### src/rtl/ldpc_llr_in.sv
// Channel LLR input buffer for an LDPC decoder: saturates raw LLRs and collects
// them into two ping-pong frame banks that the decoder reads by address.
module ldpc_llr_in #(
    parameter int IN_WID = 8,
    parameter int D_WID  = 6,
    parameter int N_LEN  = 64,
    parameter int AW     = 6
) (
    input  logic                     clk,
    input  logic                     reset,
    input  logic                     sync_in,
    input  logic                     valid_in,
    input  logic signed [IN_WID-1:0] data_in,
    input  logic                     code_rate,
    output logic                     in_ready,
    output logic                     frm_rdy,
    output logic                     frm_rate,
    input  logic                     rd_en,
    input  logic [AW-1:0]            rd_addr,
    output logic signed [D_WID-1:0]  rd_data,
    input  logic                     frm_done,
    output logic                     frm_err
);

    localparam int                      SAT_MAX   = (1 << (D_WID - 1)) - 1;
    localparam logic signed [IN_WID-1:0] SAT_HI    = IN_WID'(SAT_MAX);
    localparam logic signed [IN_WID-1:0] SAT_LO    = IN_WID'(-SAT_MAX);
    localparam logic signed [D_WID-1:0]  OUT_HI    = D_WID'(SAT_MAX);
    localparam logic signed [D_WID-1:0]  OUT_LO    = D_WID'(-SAT_MAX);
    localparam logic [AW-1:0]            LAST_ADDR = AW'(N_LEN - 1);

    typedef enum logic {
        S_IDLE,
        S_FILL
    } state_t;

    // Symmetric clip: the most negative code is never produced.
    function automatic logic signed [D_WID-1:0] f_sat(input logic signed [IN_WID-1:0] din);
        logic signed [D_WID-1:0] res;
        if (din > SAT_HI) begin
            res = OUT_HI;
        end else if (din < SAT_LO) begin
            res = OUT_LO;
        end else begin
            res = din[D_WID-1:0];
        end
        return res;
    endfunction

    state_t                  r_state;
    state_t                  w_state_nxt;
    logic                    r_wr_bank;
    logic                    w_wr_bank_nxt;
    logic                    r_rd_bank;
    logic                    w_rd_bank_nxt;
    logic [1:0]              r_full;
    logic [1:0]              w_full_nxt;
    logic [1:0]              r_rate;
    logic [1:0]              w_rate_nxt;
    logic [AW-1:0]           r_wr_cnt;
    logic [AW-1:0]           w_wr_cnt_nxt;
    logic                    r_in_ready;
    logic                    r_frm_err;
    logic                    w_frm_err_nxt;
    logic                    w_acc;
    logic                    w_wr_en;
    logic [AW-1:0]           w_wr_addr;
    logic signed [D_WID-1:0] w_sat_p0;
    logic signed [D_WID-1:0] r_rd_data_p1;
    logic signed [D_WID-1:0] r_mem [0:1][0:N_LEN-1];

    assign w_acc    = valid_in & r_in_ready;
    assign w_sat_p0 = f_sat(data_in);

    always_comb begin
        w_state_nxt   = r_state;
        w_wr_cnt_nxt  = r_wr_cnt;
        w_wr_bank_nxt = r_wr_bank;
        w_rd_bank_nxt = r_rd_bank;
        w_full_nxt    = r_full;
        w_rate_nxt    = r_rate;
        w_frm_err_nxt = 1'b0;
        w_wr_en       = 1'b0;
        w_wr_addr     = r_wr_cnt;

        if (w_acc) begin
            case (r_state)
                S_IDLE: begin
                    if (sync_in) begin
                        w_wr_en                = 1'b1;
                        w_wr_addr              = '0;
                        w_rate_nxt[r_wr_bank]  = code_rate;
                        w_wr_cnt_nxt           = AW'(1);
                        w_state_nxt            = S_FILL;
                    end
                end
                S_FILL: begin
                    if (sync_in) begin
                        // Truncated frame: restart the same bank with this sample.
                        w_frm_err_nxt          = 1'b1;
                        w_wr_en                = 1'b1;
                        w_wr_addr              = '0;
                        w_rate_nxt[r_wr_bank]  = code_rate;
                        w_wr_cnt_nxt           = AW'(1);
                    end else begin
                        w_wr_en   = 1'b1;
                        w_wr_addr = r_wr_cnt;
                        if (r_wr_cnt == LAST_ADDR) begin
                            w_full_nxt[r_wr_bank] = 1'b1;
                            w_wr_bank_nxt         = ~r_wr_bank;
                            w_wr_cnt_nxt          = '0;
                            w_state_nxt           = S_IDLE;
                        end else begin
                            w_wr_cnt_nxt = r_wr_cnt + AW'(1);
                        end
                    end
                end
                default: w_state_nxt = S_IDLE;
            endcase
        end

        // Release can never hit the bank being completed: that one is not full.
        if (frm_done && r_full[r_rd_bank]) begin
            w_full_nxt[r_rd_bank] = 1'b0;
            w_rd_bank_nxt         = ~r_rd_bank;
        end
    end

    always_ff @(posedge clk) begin
        if (reset) begin
            r_state    <= S_IDLE;
            r_wr_cnt   <= '0;
            r_wr_bank  <= 1'b0;
            r_rd_bank  <= 1'b0;
            r_full     <= '0;
            r_rate     <= '0;
            r_in_ready <= 1'b0;
            r_frm_err  <= 1'b0;
        end else begin
            r_state    <= w_state_nxt;
            r_wr_cnt   <= w_wr_cnt_nxt;
            r_wr_bank  <= w_wr_bank_nxt;
            r_rd_bank  <= w_rd_bank_nxt;
            r_full     <= w_full_nxt;
            r_rate     <= w_rate_nxt;
            r_in_ready <= ~w_full_nxt[w_wr_bank_nxt];
            r_frm_err  <= w_frm_err_nxt;
        end
    end

    // ---- stage p0 -> storage ----
    always_ff @(posedge clk) begin
        if (w_wr_en && !reset) begin
            r_mem[r_wr_bank][w_wr_addr] <= w_sat_p0;
        end
    end

    // ---- storage -> stage p1 (registered read port) ----
    always_ff @(posedge clk) begin
        if (reset) begin
            r_rd_data_p1 <= '0;
        end else if (rd_en) begin
            r_rd_data_p1 <= r_mem[r_rd_bank][rd_addr];
        end
    end

    assign in_ready = r_in_ready;
    assign frm_rdy  = r_full[r_rd_bank];
    assign frm_rate = r_rate[r_rd_bank];
    assign rd_data  = r_rd_data_p1;
    assign frm_err  = r_frm_err;

endmodule

### config.mk
export PLATFORM = sky130hd
export DESIGN_NAME = ldpc_llr_in
export DESIGN_NICKNAME = d
export VERILOG_FILES = /design/src/rtl/ldpc_llr_in.sv
export SDC_FILE = /design/constraint.sdc
export NUM_CORES = 1
export LEC_CHECK = 0
export BUFFER_PORTS_ARGS = -buffer_cell sky130_fd_sc_hd__buf_2
export CAP_MARGIN = 20
export CORE_MARGIN = 2
export CORE_UTILIZATION = 68
export CTS_CLUSTER_DIAMETER = 80
export CTS_CLUSTER_SIZE = 12
export DETAILED_ROUTE_END_ITERATION = 8
export PLACE_DENSITY_LB_ADDON = 0.1
export SLEW_MARGIN = 40
export SYNTH_ARGS = -nofsm -noshare
export SYNTH_HDL_FRONTEND = slang
export SYNTH_SLANG_ARGS = --single-unit
### constraint.sdc
create_clock -name clk -period 7.1 [get_ports clk]
set_clock_uncertainty 0.1 [all_clocks]
set_input_delay 0 -clock clk [delete_from_list [all_inputs] [get_ports clk]]
set_output_delay 0 -clock clk [all_outputs]
set_load 0.05 [all_outputs]
# Word-level counts from Yosys, hierarchy flattened
# Memories as Yosys holds them, arrays and structs flattened. A register that Yosys moved wholly into a read port is not among the register bits.
# Index checks and enable logic that the tools add are counted.
[classes]
add_sub_neg = 1
n_lt_le_gt_ge = 10
n_eq_ne = 2
mux = 44
n_bitwise = 11
n_reduce_logical = 9
[ops]
columns = ["operator", "n"]
rows = [
  ["384-bit 2-to-1 mux", 1],
  ["6-bit 2-to-1 mux", 10],
  ["6-bit binary-select mux with 6-bit select", 1],
  ["6-bit demux with 6-bit select", 1],
  ["1-bit 2-to-1 mux", 19],
  ["7-bit greater-or-equal comparator, second input constant", 2],
  ["6-bit NOT with 7-bit output", 2],
  ["2-bit 2-to-1 mux", 6],
  ["6-bit case mux with 2 select lines", 1],
  ["8-bit by 6-bit > comparator with 1-bit output, second input constant", 1],
  ["8-bit by 6-bit less-than comparator with 1-bit output, second input constant", 1],
  ["7-bit by 1-bit less-than comparator with 1-bit output, second input constant", 1],
  ["6-bit by 1-bit adder with 6-bit output, second input constant", 1],
  ["6-bit == test, second input constant", 1],
  ["1-bit by 2-bit less-than comparator with 1-bit output, second input constant", 3],
  ["1-bit logical AND", 5],
  ["1-bit NOT", 5],
  ["1-bit case mux with 2 select lines", 2],
  ["2-bit AND reduction", 2],
  ["3-bit OR reduction", 1],
  ["2-bit AND", 1],
  ["2-bit bitwise mux", 1],
  ["1-bit demux with 1-bit select", 2],
  ["1-bit greater-or-equal comparator, second input constant", 2],
  ["other kinds (5)", 5],
]
[totals]
regBits = 21
ram_bits = 768
inputBits = 21
output_inout_bits = 10
elab_cells = 87
memories = 1
[mem_list]
columns = ["name", "depth", "width", "read_ports", "rd_clocked_by_memory_dff", "write_ports", "line_no", "rtl"]
rows = [
  ["r_mem", 2, 384, 1, 1, 1, "70", "logic signed [D_WID-1:0] r_mem [0:1][0:N_LEN-1];"],
]

# Longest topological paths before layout
# Gate-level depths: netlist of the first run.
[logic_depth]
ltp_word = 14
mapped_depth = 11

# Least setup slack after synthesis of the first run
# OpenSTA, ideal clock, no wires.
[synth_path]
kind = "in2reg"
startpoint = "input data_in[5]"
endpoint = "memory r_mem[0][100] (netlist bit), data pin"
setup_time_ps = 890
t_arrival_ps = 3900
required_ps = 6110
setup_slack_ps = 2210
stages = 5
n_path_buf = 1
cell_sequence = "clkbuf_1 > nor2_1 > nor2_1 > nor2_1 > a21oi_1"
[synth_via]
elab_chain_cells = 3
elab_cells_between_ends = 4
classes_between = "order compare (2); mux (2)"
[synth_rtl]
columns = ["item", "line_no", "rtl"]
rows = [
  ["from (decl)", "13", "input logic signed [IN_WID-1:0] data_in,"],
  ["8-bit by 6-bit less-than comparator with 1-bit output", "42", "end else if (din < SAT_LO) begin"],
  ["6-bit 2-to-1 mux", "42", ""],
  ["6-bit 2-to-1 mux *", "40", "if (din > SAT_HI) begin"],
  ["named net w_sat_p0[4]", "68", "logic signed [D_WID-1:0] w_sat_p0;"],
  ["to (decl)", "70", ""],
]
# The timed path passes the listed nets; every way through them passes the cells marked *.

# Worst setup path in the final report of the first run
[layout_path]
startpoint = "register r_in_ready, in the netlist in_ready"
endpoint = "memory r_mem[0][11] (netlist bit), enable pin"
[layout_via]
elab_chain_cells = 8
elab_cells_between_ends = 12
classes_between = "order compare (2); mux (6); bitwise (2); reduce/logical (2)"
[layout_rtl]
columns = ["item", "line_no", "rtl"]
rows = [
  ["from (decl)", "62", "logic r_in_ready;"],
  ["from (signal assigned)", "146", "r_in_ready <= ~w_full_nxt[w_wr_bank_nxt];"],
  ["1-bit AND *", "72", "assign w_acc = valid_in & r_in_ready;"],
  ["6-bit 2-to-1 mux", "86", "if (w_acc) begin"],
  ["6-bit NOT with 7-bit output (not written as such)", "154", "r_mem[r_wr_bank][w_wr_addr] <= w_sat_p0;"],
  ["7-bit greater-or-equal comparator (not written as such) or 7-bit by 1-bit less-than comparator with 1-bit output (tied branches)", "154", ""],
  ["1-bit logical AND (not written as such)", "154", ""],
  ["6-bit 2-to-1 mux (not written as such)", "154", ""],
  ["6-bit demux with 6-bit select", "154", ""],
  ["384-bit 2-to-1 mux (not written as such) *", "154", ""],
]
# Every way passes the cells marked *; elsewhere a longest branch is shown, timed or not.

==> summary.md, run 1 <==
| Metric | Value |
|---|---|
| Critical Path Slowest Stage Cell | nand4b_1 |
| Reg area | roughly 24000 µm² |
| Die Ht | 219 µm |
| #FFs+latches synth | approximately 800 |
| Fmax | 283 MHz |
| Final Hold Viols | 0 |
| CP bufs+invs | 1 |
| Worst-path clk slew | 60 ps |
| Slew headroom | 0.426 |
| Peak VDD IR | 339 µV |
| Max Cap Viol | 0 |
| Synthesized net count | around 1800 |
| Status | finished, final reports clean |
| Initial antenna violation count | 3 |
| CTS H-Tree Depth | 3 |
| Number of global-route vias before repair | between 15000 and 20000 |
| FF-to-FF setup slack | 3570 ps |
| Crit path kind | flop to flop |
| Setup TNS | 0 ps |
| Most frequent cells in the layout | edfxtp_1, mux2i_1, nor2_1 |
| Clock Root Buffer | clkbuf_16 |
| Slew Limit Fails | 0 |
| Drt first-iter violations | 2065 |
| Core Box Area | about 46000 µm² |
| CP required | 7220 ps |
| Largest family of logic cells by synthesized area | multiplexers |
| Routed vias | 16800 |
| CTS tree | built |
| Cts bufs inserted | 75 |
| Static Leak | around 0.011 µW |
| YS warnings | 0 |
| Largest net degree at the start of global routing | 99 |
| Min Clock Period, post-route | 3530 ps |
| Multiplexer share of the synthesized area | 0.142 |
| Post-synth cell types | 55 |
| Crit-path leading delay family | simple AND/OR/NAND/NOR gates |
| Post-synthesis cell count | 1732 |
| Nets | 1807 |
| Final worst slack | 3570 ps |
| FILL cells | 2486 |
| Clock Latency Late Sink | 610 ps |
| Cell Rows | 78 |
| Async SR Flop Fraction | 0 |
| Wirelength per Cell | between 20 and 30 µm |
| Avg Vias per Cell | 6.87 |
| Die Wd | 219 µm |
| Die ar. | 48100 µm² |
| GP Congestion | 0.862 |
| Fraction of the mapped netlist area in simple logic gates | 0.0487 |
| Commonest non-fill, non-tap cell in the layout | edfxtp_1 |
| Multi-input gate area | 7490 µm² |
| CP most frequent cell | nor2_1 |
| 1st-pass router iterations | 6 |
| Remaining DRCs | 0 |
| Routed wire length | 71100 µm |
| Adder-Cell Fraction of Synth Area | 0.000397 |
| Final setup fails | 0 |
| Pwr/cell area | approximately 270 nW/µm² |
| Clk buf depth | 3 |
| Top_reg_cell synth | edfxtp_1 |
| Inst Count DP | 2286 |
| RSZ-0062 raised after global routing | no |
| Global-route wire length before repair | 106000 µm |
| Worst slack, placed | 3070 ps |
| Class of the worst hold path | input pin to flop |
| Overflow after GRT | 0 |
| GRT Overall Usage | 0.307 |
| Post-route insts no fill | 2438 |
| Compound-gate portion of the synthesized area | 0.0430 |
| Area of the mapped netlist | 31500 µm² |
| Max FO, Critical Path | 9 |
| Crit path largest cell delay | 720 ps |
| Sequential area share after synthesis | 0.746 |
| Initial Util | 0.691 |
| Port buffer count | 30 |
| Final period util | 0.498 |
| Post-DP HPWL | 43700 µm |
| Antenna viol nets, final | 0 |
| Data arrival, critical path | 3660 ps |
| Post-Synth XOR/XNOR Area | 0.000834 |
| Worst Tran Pin Value | 857 ps |
| Fraction of layout cells with a size suffix above 1 | 0.145 |
| Syn-to-layout area delta | 9.80% |
| Syn avg cell area | 18.2 µm² |
| Ports | 31 |
| Critical path endpoint category | flop |
| Worst setup SP type | flop |
| Clk sink count | 790 |
| Post-synth EDFFs | 768 |
| # Post-CTS Setup Buffers | 0 |
| CP Cell Sequence | and2_1, nand2_1, or2_2, nor2_1, nand4b_1, buf_4, nor2_1 |
-- state kept, by name (all words and copies together), names as in the netlist, named ones only --
| register | flops |
|---|---|
| r_mem | 768 |
| r_wr_cnt | 6 |
| rd_data | 6 |
| r_full | 2 |
| in_ready | 1 |
| r_rate | 2 |
| frm_err | 1 |
| r_state | 1 |
| r_wr_bank | 1 |
| r_rd_bank | 1 |
-- metal layers --
metal	global-route usage	wire [µm]
met1	0.431	27300
met3	0.0692	7000
met2	0.487	34800
met4	0.105	2100
met5	0	13
-- through the flow --
step / area [µm²] / power [µW] / utilization / hold slack, ps
final: 34600 / 9230 / 0.759 / 45.4
after floorplan: 31500 / 5500 / - / 36.0
after CTS: 34500 / 9250 / 0.758 / 4.69
after detailed placement: 32200 / 5630 / 0.706 / 164
after global routing: 34600 / 9470 / 0.759 / 57.3
after global placement: 32100 / 5620 / 0.705 / 151
-- cells in the mapped netlist (all sizes together), types with 2 or more instances --
| cell type | n | area, µm² |
|---|---|---|
| mux2i | 172 | 1720 |
| buf | 54 | 392 |
| a21oi | 48 | 240 |
| o22ai | 36 | 231 |
| o21ai | 24 | 120 |
| mux4 | 116 | 2680 |
| nand2b | 7 | 43.8 |
| and3 | 3 | 18.8 |
| nor2b | 30 | 188 |
| a22oi | 28 | 210 |
| dfxtp | 22 | 440 |
| nor3b | 2 | 15.0 |
| a221oi | 2 | 23.8 |
| nand3b | 2 | 15.0 |
| edfxtp | 768 | 23100 |
| a211oi | 18 | 135 |
| a31oi | 2 | 12.5 |
| clkbuf | 49 | 191 |
| nand4 | 3 | 18.8 |
| and2 | 5 | 31.3 |
| o221ai | 33 | 289 |
| nor2 | 169 | 634 |
| mux2 | 8 | 90.1 |
| a22o | 2 | 17.5 |
| nor4 | 18 | 113 |
| nand2 | 37 | 139 |
| and3b | 2 | 17.5 |
| or2 | 4 | 25.0 |
| nand3 | 37 | 185 |
| nor3 | 11 | 55.1 |
| nand4b | 2 | 17.5 |
| xor2 | 2 | 17.5 |
| o31ai | 3 | 22.5 |
| inv | 2 | 7.51 |
-- timing repair --
item	4_1_cts	5_1_grt
hold buffers	20	0
resized for setup	0	0
endpoints found under the hold margin	185	0
setup endpoints to repair	0	0
-- kinds of logic after synthesis --
logic type      Yosys count
flops                   790
simple gates            334
mux                     296
compound gates          202
buf+inv                 106
xor+xnor                  3
fa+ha+maj                 1
-- worst paths after layout --
path | startpoint | endpoint | cells past startpoint
setup / recovery | in_ready | r_mem[0][11] | 7
hold reg to reg | r_full[1] | r_full[1] | 2
hold / removal | rd_addr[3] | rd_data[1] | 4
setup reg to reg | in_ready | r_mem[0][11] | 7
-- report_power, final --
part,switching (µW),internal (µW),leakage (µW)
combinational,281,117,0.00252
clock,1610,2070,0.00104
sequential,8.33,5150,0.00717
-- area by class of cell --
cell class / count / share of cell area
timing repair buffer: 79 / 0.0192
tap: 600 / 0.0217
inverter: 3 / 0.000325
multi-input combinational: 836 / 0.216
clock inverter: 1 / 0.000253
clock buffer: 128 / 0.0627
antenna: 1 / 0.0000723
sequential: 790 / 0.679
-- worst register-to-register path, cell delays in order, from the launching register on --
cell	delay, ps
dfxtp_1	370
and2_1	230
nand2_1	90
or2_2	330
nor2_1	210
nand4b_1	720
buf_4	490
nor2_1	610
(Power assumes the default switching activity.)
==> run 2, diff against run 1 <==
- ABC_AREA: default -> 1
- CORE_UTILIZATION: 68 -> 63
- clock period: 7.1 -> 3.3 ns (I/O delays scaled with it)
==> summary.md, run 2 <==
| Metric | Value |
|---|---|
| Ports | 31 (unchanged) |
| Post-synth EDFFs | 768 (unchanged) |
| Routed vias | 22000 (+31%) |
| Avg Vias per Cell | 6.16 (-10%) |
| Syn-to-layout area delta | 8.93% |
| Overflow after GRT | 0 (unchanged) |
| CTS tree | built |
| Async SR Flop Fraction | 0 (unchanged) |
| Number of global-route vias before repair | 21200 (+29%) |
| Yosys top cell by area | edfxtp_1 |
| Post-synth cell types | 36 (-35%) |
| Post-synthesis cell count | 2870 (+66%) |
| Data arrival, critical path | 3470 ps (-190 ps) |
| Hold_ws | 5.07 ps (-40.3 ps) |
| Die ar. | 53800 µm² (+12%) |
| Crit-path leading delay family | buffers and inverters |
| Drt first-iter violations | 2498 (+21%) |
| Adder-Cell Fraction of Synth Area | 0.000382 (-0.0000150) |
| Max FFs per register | 768 (unchanged) |
| Clk sink count | 790 (unchanged) |
| YS warnings | 0 (unchanged) |
| Max FO, Critical Path | 181 (+172) |
| Largest net degree at the start of global routing | 182 (+84%) |
| Worst-path clk slew | 60 ps (about the same) |
| Largest family of logic cells by synthesized area | simple AND/OR/NAND/NOR gates |
| CP Cell Sequence | buf_12, nand2_1, nand3_1, nand3_1, nand3_1, nand3_1, nand2_1, nand2_1, nand3_1, dlygate4sd3_1, nand2_1, a21oi_1 |
| Final period util | 0.915 (+0.417) |
| Antenna viol nets, final | 0 (unchanged) |
| Clk buf depth | 3 (unchanged) |
| GP Congestion | 0.893 (+3.6%) |
| Wirelength per Cell | 22.6 µm (-23%) |
| Gates resized, CTS repair | 0 (unchanged) |
| Synth top area share | 0.704 (-0.0277) |
| Fraction of layout cells with a size suffix above 1 | 0.0674 (-0.0774) |
| Critical path endpoint category | flop |
| Synth top cells by count | nand2_1, edfxtp_1, nand3_1 |
| Worst Tran Pin Value | 835 ps (-22.1 ps) |
| Pwr Total | 19700 µW (+110%) |
| Area of the mapped netlist | 32800 µm² (+3.9%) |
| Routed wire length | 80800 µm (+14%) |
| Initial antenna violation count | 0 (-3) |
| CTS H-Tree Depth | 3 (unchanged) |
| Clock Latency Late Sink | 620 ps (about the same) |
| Setup TNS | 0 ps (unchanged) |
| Synthesized net count | 2892 (+65%) |
| Gr busiest metal | met2 |
| N_diodes | 0 (-1) |
| Status | finished, final reports clean |
| CP bufs+invs | 2 (+1) |
| Fraction of the mapped netlist area in simple logic gates | 0.241 (+0.192) |
| Top cells by area, synth | edfxtp_1, nand3_1, nand2_1 |
| Peak VDD IR | 551 µV (+62%) |
| Core Box Area | 51400 µm² (+13%) |
| GR Layer Usage met1 | 0.421 (-0.00980) |
| RSZ-0062 raised after global routing | no |
| Die Wd | 232 µm (+5.8%) |
| Global Route met3 Usage | 0.0620 (-0.00715) |
| Final Hold Viols | 0 (unchanged) |
| FF-to-FF setup slack | 280 ps (-3290 ps) |
| Commonest non-fill, non-tap cell in the layout | nand2_1 |
| Cts bufs inserted | 75 (unchanged) |
| Slew headroom | 0.443 (+0.0178) |
| Most frequent cells in the layout | nand2_1, edfxtp_1, nand3_1 |
| Crit path largest cell delay | 560 ps (-160 ps) |
| Post-DP HPWL | 47000 µm (+7.5%) |
| CTS Hold Bufs | 16 (-20%) |
| Critical Path Slowest Stage Cell | dlygate4sd3_1 |
| #FFs+latches synth | 790 (unchanged) |
| Cell Rows | 83 (+6.4%) |
| Top reg by flops | r_mem |
| Nets | 2885 (+60%) |
| Min Clock Period, post-route | 3020 ps (-514 ps) |
| Slew Limit Fails | 0 (unchanged) |
| # Post-CTS Setup Buffers | 0 (unchanged) |
| Clock Root Buffer | clkbuf_16 |
| FILL cells | 3686 (+48%) |
| 1st-pass router iterations | 6 (unchanged) |
| CP required | 3750 ps (-3470 ps) |
| Fmax | 331 MHz (+17%) |
| Final setup fails | 0 (unchanged) |
| Top_reg_cell synth | edfxtp_1 |
| Class of the worst hold path | input pin to flop |
| Static Leak | 0.0126 µW (+17%) |
| Die Ht | 232 µm (+5.8%) |
| Met2 Usage GRT | 0.481 (-0.00562) |
| Max Cap Viol | 0 (unchanged) |
| Compound-gate portion of the synthesized area | 0.00672 (-0.0363) |
| Most common cell in the synthesized netlist | nand2_1 |
| Worst setup SP type | flop |
| Port buffer count | 30 (unchanged) |
| Sequential area share after synthesis | 0.718 (-0.0282) |
| GRT Overall Usage | 0.307 (about the same) |
| CP most frequent cell | nand3_1 |
| Post-Synth XOR/XNOR Area | 0.000267 (-0.000566) |
| Remaining DRCs | 0 (unchanged) |
| Crit path kind | flop to flop |
| Pwr/cell area | 552 nW/µm² (+110%) |
| Multiplexer share of the synthesized area | 0 (-0.142) |
| Syn avg cell area | 11.4 µm² (-37%) |
| Initial Util | 0.637 (-0.0543) |
| Global-route wire length before repair | 123000 µm (+17%) |
| Core Util, Final | 0.694 (-0.0652) |
## run 2: cell count changes after synthesis, sizes merged, moves of 29 or more
cell,delta
nand2,+882
mux2i,-172
mux4,-116
nand3,+706
o22ai,-36
buf,+87
o221ai,-33
nor2b,-30
a21oi,-29
## run 2: final cells by class
class / count / area [µm²] / area share
flip-flops and latches: 790 / 23500 / 0.659
multi-input cells: 1866 / 8170 / 0.229
repair buffers: 100 / 943 / 0.0264
clock inverters: 6 / 62.6 / 0.00175
inverters: 30 / 130 / 0.00365
clock buffers: 100 / 2010 / 0.0564
well taps: 680 / 851 / 0.0238
## run 2: per-layer routing
metal	share of wire	wire, µm
met1	0.39	31900
met2	0.47	37800
met3	0.097	7860
met4	0.040	3240
met5	0	0
## run 2: power breakdown
part / total, µW / leakage, µW / switching [µW] / internal, µW
Clock: 7690 / 0.00100 / 3450 / 4230
Sequential: 11100 / 0.00725 / 9.88 / 11100
Combinational: 930 / 0.00436 / 719 / 211
Total: 19700 / 0.0126 / 4180 / 15500
## run 2: kinds of logic after synthesis
logic type,Yosys count
adder cells (fa/ha/maj),1
AO/OA/AOI/OAI,39
buffers and inverters,214
XOR/XNOR,1
AND/OR/NAND/NOR,1825
flip-flops,790
## run 2: per-stage QoR
| step | instance area (µm²) | setup WS [ps] | instances |
|---|---|---|---|
| global placement | 33400 | 814 | 3449 |
| global route | 35700 | 122 | 3572 |
| floorplan | 32800 | -1450 | 2870 |
| finish | 35700 | 280 | 3572 |
| detailed placement | 33400 | 689 | 3449 |
| CTS | 35700 | 390 | 3571 |
## run 2: tightest hold or removal path, delay by kind of cell
family	cells	cell delay, ps
and+or+nand+nor	2	400
buffers and inverters	1	90
## run 2: worst paths after layout
kind | from | cells past startpoint | to
min reg2reg | r_wr_cnt[5] | 2 | r_wr_cnt[5]
min | data_in[0] | 3 | r_mem[1][204]
max | flop | 12 | rd_data[5]
max reg2reg | flop | 12 | rd_data[5]
==> run 3, diff against run 2 <==
- CORE_ASPECT_RATIO: default -> 2
==> summary.md, run 3 (synthesis results as in run 2) <==
| Metric | Value |
|---|---|
| Status | finished, final reports clean |
| Clk buf depth | 3 (unchanged) |
| Cts bufs inserted | 75 (unchanged) |
| Avg Vias per Cell | 6.22 (+0.92%) |
| Hold_ws | 28.1 ps (+23.0 ps) |
| 1st-pass router iterations | 6 (unchanged) |
| GP Congestion | 0.904 (+1.3%) |
| CP most frequent cell | nand3_1 |
| Pwr Total | 19800 µW (+0.30%) |
| Die ar. | 53900 µm² (+0.20%) |
| Max Cap Viol | 0 (unchanged) |
| Worst Tran Pin Value | 809 ps (-25.9 ps) |
| Global-route wire length before repair | 124000 µm (+0.27%) |
| Clock Latency Late Sink | 620 ps (about the same) |
| Worst setup SP type | flop |
| FILL cells | 3672 (-0.38%) |
| Fmax | 317 MHz (-4.2%) |
| Hold Path Depth | 4 (+1) |
| Initial antenna violation count | 1 (+1) |
| Fraction of layout cells with a size suffix above 1 | 0.0660 (-0.00141) |
| Pwr/cell area | 553 nW/µm² (about the same) |
| Core Box Area | 51500 µm² (+0.24%) |
| Final setup fails | 0 (unchanged) |
| Remaining DRCs | 0 (unchanged) |
| Number of global-route vias before repair | 21900 (+2.9%) |
| Data arrival, critical path | 3600 ps (+130 ps) |
| Final Hold Viols | 0 (unchanged) |
| Post-DP HPWL | 48300 µm (+2.8%) |
| Combinational fraction of design power | 0.048 (about the same) |
| Routed wire length | 84000 µm (+4.0%) |
| Static Leak | 0.0127 µW (+0.35%) |
| Switch share | 0.211 (-0.00136) |
| Nets | 2890 (+0.17%) |
| Antenna viol nets, final | 0 (unchanged) |
| Class of the worst hold path | input pin to flop |
| FF-to-FF path depth | 13 (+1) |
| Largest net degree at the start of global routing | 193 (+6.0%) |
| Clock share of power | 0.391 (about the same) |
| Slew headroom | 0.461 (+0.0173) |
| Commonest non-fill, non-tap cell in the layout | nand2_1 |
| Most frequent cells in the layout | nand2_1, edfxtp_1, nand3_1 |
| N_diodes | 0 (unchanged) |
| Syn-to-layout area delta | 9.21% |
| CTS H-Tree Depth | 3 (unchanged) |
| Overflow after GRT | 0 (unchanged) |
| GRT Overall Usage | 0.312 (+0.00490) |
| Die Ht | 326 µm (+41%) |
| Drt first-iter violations | 2664 (+6.6%) |
| CTS tree | built |
| Hold-critical path endpoint | r_mem[1][160] |
| Crit path largest cell delay | 560 ps (about the same) |
| Critical path endpoint category | flop |
| Die Wd | 165 µm (-29%) |
| Final worst slack | 147 ps (-132 ps) |
| Psw | 4170 µW (-0.35%) |
| Crit path kind | flop to flop |
| Hold Crit Start | data_in[4] |
| Worst-path clk slew | 60 ps (about the same) |
| Worst slack, placed | 451 ps (-239 ps) |
| Cell Rows | 118 (+42%) |
| CP required | 3750 ps (about the same) |
| FF-to-FF setup slack | 150 ps (-130 ps) |
| Slew Limit Fails | 0 (unchanged) |
| Setup TNS | 0 ps (unchanged) |
| CP Cell Sequence | buf_12, buf_6, nand2_1, nand3_1, nand3_1, nand3_1, nand3_1, nand2_1, nand2_1, nand3_1, nand2_1, dlygate4sd3_1, a21oi_1 |
| Max FO, Critical Path | 114 (-37%) |
| Critical Path Slowest Stage Cell | dlygate4sd3_1 |
| Clock Root Buffer | clkbuf_16 |
| Routed vias | 22100 (+0.39%) |
| Peak VDD IR | 532 µV (-3.4%) |
| Ports | 31 (unchanged) |
| Min Clock Period, post-route | 3150 ps (+132 ps) |
| Port buffer count | 30 (unchanged) |
| Top reg by flops | r_mem |
| P_int | 15600 µW (+0.47%) |
| Initial Util | 0.636 (-0.00150) |
| Critical R2R Capture | rd_data[1] |
| Clk sink count | 790 (unchanged) |
| Seq pwr share | 0.561 (-0.002) |
| Max FFs per register | 768 (unchanged) |
| Wirelength per Cell | 23.6 µm (+4.6%) |
| Final period util | 0.955 (+0.0401) |
==> run 3: changes by cell type in the layout (fill, tap and decap cells not counted), moves of 3 or more <==
cell	before	now
clkbuf_16	77	81
dlygate4sd3_1	16	22
buf_16	0	3
buf_4	38	32
==> run 3: metrics by stage <==
| step | utilization | std cells | area, µm² |
|---|---|---|---|
| global route | 0.694 | 3553 | 35800 |
| finish | 0.694 | 3553 | 35800 |
| CTS | 0.692 | 3550 | 35700 |
| detailed placement | 0.648 | 3426 | 33400 |
| global placement | 0.648 | 3426 | 33400 |
| floorplan | - | 2870 | 32800 |
==> run 3: critical path, delay by kind of cell, from the launching register on <==
kind | cells | cell delay [ps]
AOI/OAI and AO/OA | 1 | 120
buffers and inverters | 3 | 1310
DFF | 1 | 400
and+or+nand+nor | 9 | 1000
==> run 3: layer usage <==
metal / global-route usage / vias up / wire, µm
met3: 0.0424 / 290 / 6610
met5: 0 / - / 11
met4: 0.171 / 2 / 4700
met1: 0.374 / 10600 / 29000
li1: - / 10000 / -
met2: 0.541 / 1146 / 43700
==> run 3: what timing repair did <==
item	4_1_cts	5_1_grt
hold endpoints to repair	71	0
setup endpoints to repair	0	2
gates resized for setup	0	5
hold buffers	22	0
buffers inserted	0	0
==> run 3: layout make-up <==
class	instances	area [µm²]	area share
Clock buffer	100	2060	0.0575
Clock inverter	2	12.5	0.000350
Inverter	30	130	0.00364
Multi-Input combinational cell	1866	8160	0.228
Sequential cell	790	23500	0.657
Tap cell	660	826	0.0231
Timing Repair Buffer	105	1070	0.0300
==> run 3: worst max path at each step <==
stage,to,cells past startpoint,slack (ps)
CTS,rd_data[0],13,60
detailed placement,r_mem[0][169],8,450
floorplan,r_mem[0][100],6,-1450
global route,rd_data[0],13,-7
global placement,r_mem[1][76],8,540
finish,rd_data[1],13,150
==> run 3: power by group through the flow <==
stage	logic [µW]	registers, µW	clock network [µW]
2_1_floorplan	477	11400	0
3_3_place_gp	902	11300	0
3_5_place_dp	910	11300	0
4_1_cts	932	11100	7770
5_1_grt	1010	11100	8110
6_report	945	11100	7730
